### src/rtl/i2c_slave_pkg.sv
// Shared types and constants for the I2C slave datapath.
package i2c_slave_pkg;

  typedef enum logic [1:0] {
    IDLE  = 2'd0,
    SETUP = 2'd1,
    DATA  = 2'd2,
    ACK   = 2'd3
  } tx_state_t;

  localparam logic SDA_RELEASE = 1'b1;

endpackage

### src/rtl/i2c_scl_edge_detect.sv
// SCL edge detector; scl_last starts high so a bus that idles high yields no spurious edge.
module i2c_scl_edge_detect (
  input  logic clk,
  input  logic rst,
  input  logic scl_i,
  output logic rise,
  output logic fall
);

  logic scl_last_reg;

  always_ff @(posedge clk) begin
    if (rst) begin
      scl_last_reg <= 1'b1;
    end else begin
      scl_last_reg <= scl_i;
    end
  end

  assign fall = scl_last_reg & ~scl_i;
  assign rise = ~scl_last_reg & scl_i;

endmodule

### src/rtl/i2c_slave_byte_tx_ctrl.sv
// Slave byte transmitter: shifts one byte MSB-first onto SDA during SCL low, then samples ACK.
// Optional ACK sampling is enabled with the I2C_SLAVE_TX_ACK_SAMPLE_EN macro.
module i2c_slave_byte_tx_ctrl
  import i2c_slave_pkg::*;
#(
  parameter int DATA_W = 8
) (
  input  logic              clk,
  input  logic              rst,
  input  logic              byte_write_en,
  input  logic [DATA_W-1:0] byte_write_i,
  input  logic              abort_i,
  input  logic              scl_i,
  input  logic              sda_i,
  output logic              sda_o,
  output logic              busy,
  output logic              byte_write_finish,
  output logic              ack_o
);

  localparam int CNT_W = (DATA_W > 1) ? $clog2(DATA_W) : 1;

  tx_state_t         state_reg, state_next;
  logic [DATA_W-1:0] data_reg, data_next;
  logic [CNT_W-1:0]  bit_cnt_reg, bit_cnt_next;
  logic              sda_reg, sda_next;
  logic              finish_reg, finish_next;
  logic              rise, fall;

`ifdef I2C_SLAVE_TX_ACK_SAMPLE_EN
  logic ack_q_reg, ack_q_next;
  logic ack_reg, ack_next;
`else
  logic ack_sample_unused;
  assign ack_sample_unused = sda_i ^ rise;
`endif

  i2c_scl_edge_detect u_scl_edge (
    .clk   (clk),
    .rst   (rst),
    .scl_i (scl_i),
    .rise  (rise),
    .fall  (fall)
  );

  always_comb begin
    state_next   = state_reg;
    data_next    = data_reg;
    bit_cnt_next = bit_cnt_reg;
    sda_next     = sda_reg;
    finish_next  = 1'b0;
`ifdef I2C_SLAVE_TX_ACK_SAMPLE_EN
    ack_q_next   = ack_q_reg;
    ack_next     = ack_reg;
`endif

    unique case (state_reg)
      IDLE: begin
        if (byte_write_en) begin
          state_next   = SETUP;
          data_next    = byte_write_i;
          bit_cnt_next = CNT_W'(DATA_W - 1);
        end
      end
      // A fall seen on SETUP exit is deliberately not treated as a bit boundary.
      SETUP: begin
        if (!scl_i) begin
          state_next = DATA;
          sda_next   = data_reg[DATA_W-1];
        end
      end
      DATA: begin
        if (fall) begin
          if (bit_cnt_reg != '0) begin
            data_next    = data_reg << 1;
            sda_next     = data_reg[DATA_W-2];
            bit_cnt_next = bit_cnt_reg - 1'b1;
          end else begin
            sda_next   = SDA_RELEASE;
            state_next = ACK;
          end
        end
      end
      ACK: begin
`ifdef I2C_SLAVE_TX_ACK_SAMPLE_EN
        if (rise) begin
          ack_q_next = ~sda_i;
        end
`endif
        if (fall) begin
          finish_next = 1'b1;
          state_next  = IDLE;
`ifdef I2C_SLAVE_TX_ACK_SAMPLE_EN
          ack_next    = ack_q_reg;
`endif
        end
      end
      default: state_next = IDLE;
    endcase

    // Bus START/STOP overrides everything, including a same-cycle ACK sample.
    if (abort_i) begin
      state_next  = IDLE;
      sda_next    = SDA_RELEASE;
      finish_next = 1'b0;
`ifdef I2C_SLAVE_TX_ACK_SAMPLE_EN
      ack_q_next  = ack_q_reg;
      ack_next    = ack_reg;
`endif
    end
  end

  always_ff @(posedge clk) begin
    if (rst) begin
      state_reg   <= IDLE;
      data_reg    <= '0;
      bit_cnt_reg <= '0;
      sda_reg     <= SDA_RELEASE;
      finish_reg  <= 1'b0;
`ifdef I2C_SLAVE_TX_ACK_SAMPLE_EN
      ack_q_reg   <= 1'b0;
      ack_reg     <= 1'b0;
`endif
    end else begin
      state_reg   <= state_next;
      data_reg    <= data_next;
      bit_cnt_reg <= bit_cnt_next;
      sda_reg     <= sda_next;
      finish_reg  <= finish_next;
`ifdef I2C_SLAVE_TX_ACK_SAMPLE_EN
      ack_q_reg   <= ack_q_next;
      ack_reg     <= ack_next;
`endif
    end
  end

  assign sda_o             = sda_reg;
  assign busy              = (state_reg != IDLE);
  assign byte_write_finish = finish_reg;
`ifdef I2C_SLAVE_TX_ACK_SAMPLE_EN
  assign ack_o             = ack_reg;
`else
  assign ack_o             = 1'b0;
`endif

endmodule

### config.mk
export PLATFORM = sky130hd
export DESIGN_NAME = i2c_slave_byte_tx_ctrl
export DESIGN_NICKNAME = d
export VERILOG_FILES = /design/src/rtl/i2c_slave_pkg.sv /design/src/rtl/i2c_scl_edge_detect.sv /design/src/rtl/i2c_slave_byte_tx_ctrl.sv
export SDC_FILE = /design/constraint.sdc
export NUM_CORES = 1
export LEC_CHECK = 0
export CAP_MARGIN = 20
export CORE_MARGIN = 2
export CORE_UTILIZATION = 50
export DETAILED_ROUTE_END_ITERATION = 10
export PLACE_DENSITY = 0.77
export SLEW_MARGIN = 5
export SYNTH_ARGS = -nofsm -noshare
export SYNTH_HDL_FRONTEND = slang
export SYNTH_HIERARCHICAL = 1
export SYNTH_SLANG_ARGS = --single-unit
### constraint.sdc
create_clock -name clk -period 2.3 [get_ports clk]
set_clock_uncertainty 0.1 [all_clocks]
set_input_delay 0.23 -clock clk [delete_from_list [all_inputs] [get_ports clk]]
set_output_delay 0.23 -clock clk [all_outputs]
set_load 0.03 [all_outputs]
# Yosys cells after proc, flatten, opt, wreduce, memory -nomap -nowiden
# Index checks and enable logic that the tools add are counted.
# op_classes
addsub	1
n_eq_ne	9
muxes	19
bitwise_logic	3
reduce_logical	10
# ops
operator	count
8-bit two-way mux	3
8-bit case mux with 2 select lines	1
2-bit inequality test, second input constant	6
2-bit two-way mux	5
3-bit two-way mux	3
2-bit case mux with 4 select lines	1
3-bit case mux with 2 select lines	1
2-bit nonzero test	3
5-bit AND reduction	1
2-bit equality test, second input constant	2
1-bit two-way mux	4
4-bit AND reduction	1
3-bit AND reduction	1
3-bit nonzero test	1
3-bit OR reduction	1
3-bit by 1-bit subtractor with 3-bit output, second input constant	1
2-bit by 1-bit equality test with 1-bit output, second input constant	1
2-bit zero test	1
1-bit NOT	2
1-bit case mux with 2 select lines	1
2-bit OR reduction	1
1-bit AND	1
# totals
ff_bits	16
in_bits	14
out_inout_bits	4
elab_cells	48

# Logic depth before layout (Yosys ltp)
# Gate-level depths: netlist of run 1.
# logic_depth
depth_word	4
ltp_mapped	7

# Hierarchy
# The synthesis of run 1 kept the hierarchy.
# modules_own_cells
module	n_inst	cells_per_inst	area_per_inst_um2
i2c_slave_byte_tx_ctrl	1	95	907.1
i2c_scl_edge_detect	1	4	40.0

# Least setup slack after synthesis of run 1
# OpenSTA, ideal clock, no wires.
# synth_timing
path_kind	reg2reg
startpoint	register state_reg[0]
endpoint	register bit_cnt_reg[1]
t_arrival_ns	1.388
required_ns	2.069
path_slack_ns	0.681
path_stages_with_launch	7
n_path_buf	0
period_less_slack_ns	1.619
path_cell_list	dfxtp_1 -> inv_1 -> ha_1 -> nor2b_4 -> or2_2 -> nor2_8 -> a311oi_2
# synth_between
elab_chain_cells	3
# synth_lines
element	line	source
from (decl)	i2c_slave_byte_tx_ctrl.sv:23	tx_state_t state_reg, state_next;
from (signal assigned)	i2c_slave_byte_tx_ctrl.sv:125	state_reg <= state_next;
2-bit equality test / 2-bit zero test (equally long branches)	i2c_slave_byte_tx_ctrl.sv:57	unique case (state_reg)
2-bit inequality test (no source line) / 2-bit nonzero test (equally long branches)	n/a	
4-bit AND reduction (no source line)	n/a	
to (signal assigned)	i2c_slave_byte_tx_ctrl.sv:127	bit_cnt_reg <= bit_cnt_next;
to (decl)	i2c_slave_byte_tx_ctrl.sv:25	logic [CNT_W-1:0] bit_cnt_reg, bit_cnt_next;
# Several ways; a longest one is shown, not always the timed one.
# A chain may end at the register's enable or synchronous reset.

# Final worst setup path of run 1
# layout_timing
startpoint	register state_reg[0]
endpoint	output busy
# layout_between
elab_chain_cells	1
# layout_lines
element	line	source
2-bit nonzero test	i2c_slave_byte_tx_ctrl.sv:138	assign busy = (state_reg != IDLE);
to (decl)	i2c_slave_byte_tx_ctrl.sv:16	output logic busy,
# No other way between the ends.

==> results.txt, run 1 <==
# hold bufs at CTS: 0
Nets: 136
Num Clock Sinks: 16
Worst-path clk slew: 0.10 ns
Resized Gates After CTS: 0
Crit path largest cell delay: 0.66 ns
remaining antenna violation count after routing: 0
Post-Route WL: 1800 um
Peak supply drop: 0.000411 V
Pre-Repair DR Iteration Count: 8
RSZ-0062 raised after global routing: no
worst-skew pair later-pin latency: 0.29 ns
TritonCTS Buffers: 3
ANT cells: 0
vias in the first global route: 715
Die Ht: 47.4 um
final hold vios: 0
achievable frequency: 0.486 GHz
die area: 0.00224 mm2
syn_area_per_cell: 9.60 um2
Post-DP HPWL: 1330 um
Bufs on Longest Clock Path: 2
total track usage: 19.3%
clock root buffer: clkbuf_4
most used cell, CP: inv_1
core area: 0.00175 mm2
initial core utilization: 53.9%
dpl cells: 135
first-pass GRT wire length: 3080 um
routed length per placed instance: 12.9 um
Crit Path Class: reg -> out
CP max stage cell: clkdlybuf4s50_1
Synth Net Count: 119
grt ovf: 0
initial DRC count: 15
leakage power: 0.443 nW
min Tclk post-route: 2.06 ns
Layout area overhead: 21.0%
final worst-path cycle share: 89.4%
Post-CTS Setup Bufs: 0
number of flip-flops in the largest register: 8
worst reg2reg path depth: 6
Finished Layout Cells: 139
worst setup margin: 0.244 ns
commonest non-fill, non-tap cell in the layout: dfxtp_1
worst hold path class: reg -> reg
I/O Buffers: 15
Pins Over Slew Limit: 0
vias post-DR: 760
max-cap violations: 0
most frequent cells in the layout: dfxtp_1, clkdlybuf4s50_1, a21oi_1
# setup viols final: 0
pwr dens: 598 mW/mm2
largest net degree at the start of global routing: 13
crit-path cells: inv_1 > ha_1 > inv_1 > clkdlybuf4s50_1
initial antenna violation count: 0
io pins: 18
CTS H-tree depth: 1
CP Launch Type: register
crit path max fanout: 4
post-synth design cell area: 941 um2
CP Data Required Time: 1.97 ns
status: finished, final reports clean
Worst Setup End Kind: output port
sum of negative setup slack: 0 ns
Synthesis Warnings: 6
GPL Wtd Cong: 0.769
Core Rows: 15
post-route DRC violation count: 0
Die W: 47.4 um
layout cell share with drive strength beyond 1: 14.0%
CTS tree: done
hold path depth: 2
CP Data Arrival Time: 1.73 ns
Cells after Synth: 98
fillers: 153
pre-CTS setup slack: 0.337 ns
DR vias/cell: 5.47
[critical path, delay by kind of cell (launching register included)]
| family | cells | cell delay [ns] |
|---|---|---|
| adders and majority gates | 1 | 0.24 |
| buffers and inverters | 3 | 0.82 |
| DFF | 1 | 0.39 |
[worst paths after layout]
path,endpoint,slack [ns],startpoint
worst min-delay path,data_reg[0],0.39,data_reg[0]
worst max-delay path,busy,0.24,state_reg[0]
worst min register to register,data_reg[0],0.39,data_reg[0]
worst max register to register,bit_cnt_reg[1],0.37,state_reg[0]
[layer usage]
layer  global-route usage [%]  vias up  share of wire [%]
met5                        0        -                  0
met3                     3.46        4                4.0
met2                     35.7       20                 50
li1                         -      383                  -
met1                     21.8      353                 45
met4                     6.67        0               0.61
[power breakdown]
group	internal, W	switching (W)
combinational	0.0000816	0.0000887
sequential	0.000304	0.0000155
clock	0.0000963	0.0000945
total	0.000482	0.000199
[stage by stage]
step / power [W] / area, um2 / hold WS (ns) / util, %
CTS: 0.000684 / 1140 / 0.387 / 65.2
finish: 0.000681 / 1140 / 0.388 / 65.2
global placement: 0.000490 / 1100 / 0.370 / 63.2
detailed placement: 0.000495 / 1100 / 0.366 / 63.2
global route: 0.000715 / 1140 / 0.430 / 65.2
floorplan: 0.000447 / 941 / 0.198 / -
[cell type report]
type                       instances  area, um2  share of cell area (%)
multi-input combinational         70        556                    48.8
sequential                        16        320                    28.1
inverter                           6       22.5                    1.98
clock buffer                       4       36.3                    3.19
timing repair buffer              18        173                    15.2
tap                               25       31.3                    2.75
No activity file was read; power rests on OpenSTA's default activity.
==> inputs of run 2 (changes only) <==
- clock period: 2.3 -> 2.1 ns (I/O delays scaled with it)
==> run 2 against run 1 <==
Global-route usage fell by 0.19 points. Worst setup slack worse by 0.036 ns. Final area decreased by 0.99%. Non-clock buffer count unchanged. Largest cell class unchanged. Highest routed layer unchanged.
==> results.txt, run 2 (synthesis gave the netlist of run 1 again) <==
# hold bufs at CTS: 0 (unchanged)
pre-CTS setup slack: 0.186 ns (-0.151 ns)
worst hold path class: reg -> reg
DR vias/cell: 5.29 (-3.3%)
CTS tree: done
Die W: 47.4 um (unchanged)
Peak supply drop: 0.000456 V (+11%)
leakage power: 0.451 nW (+2.0%)
crit path max fanout: 11 (+7)
Die Ht: 47.4 um (unchanged)
core area: 0.00175 mm2 (unchanged)
most frequent cells in the layout: dfxtp_1, clkdlybuf4s50_1, a21oi_1
Post-DP HPWL: 1360 um (+2.5%)
CP Data Arrival Time: 1.99 ns (+0.26 ns)
layout cell share with drive strength beyond 1: 13.3% (-0.76 points)
worst-skew pair later-pin latency: 0.28 ns (about the same)
status: finished, final reports clean
worst reg2reg path depth: 6 (unchanged)
Crit Path Class: reg -> reg
number of flip-flops in the largest register: 8 (unchanged)
commonest non-fill, non-tap cell in the layout: dfxtp_1
# setup viols final: 0 (unchanged)
routed length per placed instance: 13.0 um (+0.39%)
grt ovf: 0 (unchanged)
hold path depth: 2 (unchanged)
Nets: 136 (unchanged)
fillers: 150 (-2.0%)
final hold vios: 0 (unchanged)
Post-Route WL: 1790 um (-0.33%)
area of the multi-input gates: 556 um2 (unchanged)
worst setup margin: 0.208 ns (-0.0356 ns)
final worst-path cycle share: 90.1%
Pre-Repair DR Iteration Count: 4 (-4)
first-pass GRT wire length: 2970 um (-3.4%)
max-cap violations: 0 (unchanged)
io pins: 18 (unchanged)
Register Area: 320 um2 (unchanged)
CP Launch Type: register
CP Data Required Time: 2.20 ns (+0.23 ns)
clock root buffer: clkbuf_4
Num Clock Sinks: 16 (unchanged)
achievable frequency: 0.529 GHz
vias post-DR: 730 (-3.9%)
sum of negative setup slack: 0 ns (unchanged)
min Tclk post-route: 1.89 ns
Worst-path clk slew: 0.10 ns (about the same)
Layout area overhead: 19.8%
largest net degree at the start of global routing: 13 (unchanged)
initial antenna violation count: 0 (unchanged)
CTS H-tree depth: 1 (unchanged)
vias in the first global route: 686 (-4.1%)
pwr dens: 618 mW/mm2 (+3.4%)
GPL Wtd Cong: 0.775 (+0.82%)
die area: 0.00224 mm2 (unchanged)
initial DRC count: 13 (-2)
I/O Buffers: 15 (unchanged)
Pins Over Slew Limit: 0 (unchanged)
remaining antenna violation count after routing: 0 (unchanged)
initial core utilization: 53.9% (unchanged)
TritonCTS Buffers: 3 (unchanged)
post-route DRC violation count: 0 (unchanged)
Bufs on Longest Clock Path: 2 (unchanged)
ANT cells: 0 (unchanged)
Core Rows: 15 (unchanged)
total track usage: 19.1% (-0.19 points)
Worst Setup End Kind: register
RSZ-0062 raised after global routing: no
[run 2: changes by cell type in the layout (fill, tap and decap cells not counted)]
cell / previous run / this run
clkbuf_8: 1 / 0
clkdlybuf4s50_1: 15 / 14
dlymetal6s2s_1: 0 / 1
[run 2: cell type report]
| type | instances | share of cell area (%) |
|---|---|---|
| Multi-Input combinational cell | 70 | 49.3 |
| Sequential cell | 16 | 28.4 |
| Timing Repair Buffer | 18 | 15.5 |
| Tap cell | 25 | 2.77 |
| Clock buffer | 3 | 2.00 |
| Inverter | 6 | 2.00 |
[run 2: power by group]
part	internal (W)	leakage [nW]	total (W)	switching (W)
registers	0.000333	0.132	0.000349	0.0000162
logic	0.0000889	0.305	0.000186	0.0000967
clock network	0.0000665	0.0138	0.000162	0.0000955
total	0.000488	0.451	0.000697	0.000208
[run 2: worst max-delay path, stage by stage, from the launching register on]
cell,delay [ns]
dfxtp_1,0.35
inv_1,0.11
ha_1,0.35
nor2_1,0.12
nor2_2,0.38
a21oi_1,0.15
a311oi_2,0.25
[run 2: path summary, 6_finish.rpt]
path                     start             end  slack, ns
hold / removal     data_reg[0]     data_reg[0]       0.38
setup / recovery  state_reg[0]  bit_cnt_reg[1]       0.21
hold reg to reg    data_reg[0]     data_reg[0]       0.38
setup reg to reg  state_reg[0]  bit_cnt_reg[1]       0.21
[run 2: what timing repair did]
item / CTS / global route
gates resized for setup: 0 / 1
setup endpoints to repair: 0 / 1
hold endpoints to repair: 0 / 0
buffers inserted: 0 / 0
[run 2: routing by layer]
metal | up-vias | part of all wire, % | global-route usage (%)
li1 | 378 | - | -
met1 | 333 | 44 | 22.4
met2 | 17 | 51 | 33.2
met3 | 2 | 4.7 | 2.69
met4 | 0 | 0.78 | 10.0
met5 | - | 0 | 0
[run 2: per-stage QoR]
stage / std cells / utilization [%] / cell area, um2 / power (W) / hold slack [ns]
finish: 138 / 64.6 / 1130 / 0.000697 / 0.379
global route: 138 / 64.6 / 1130 / 0.000734 / 0.412
CTS: 138 / 64.4 / 1120 / 0.000703 / 0.387
detailed placement: 135 / 63.2 / 1100 / 0.000543 / 0.372
global placement: 135 / 63.2 / 1100 / 0.000536 / 0.372
floorplan: 98 / - / 941 / 0.000489 / 0.178
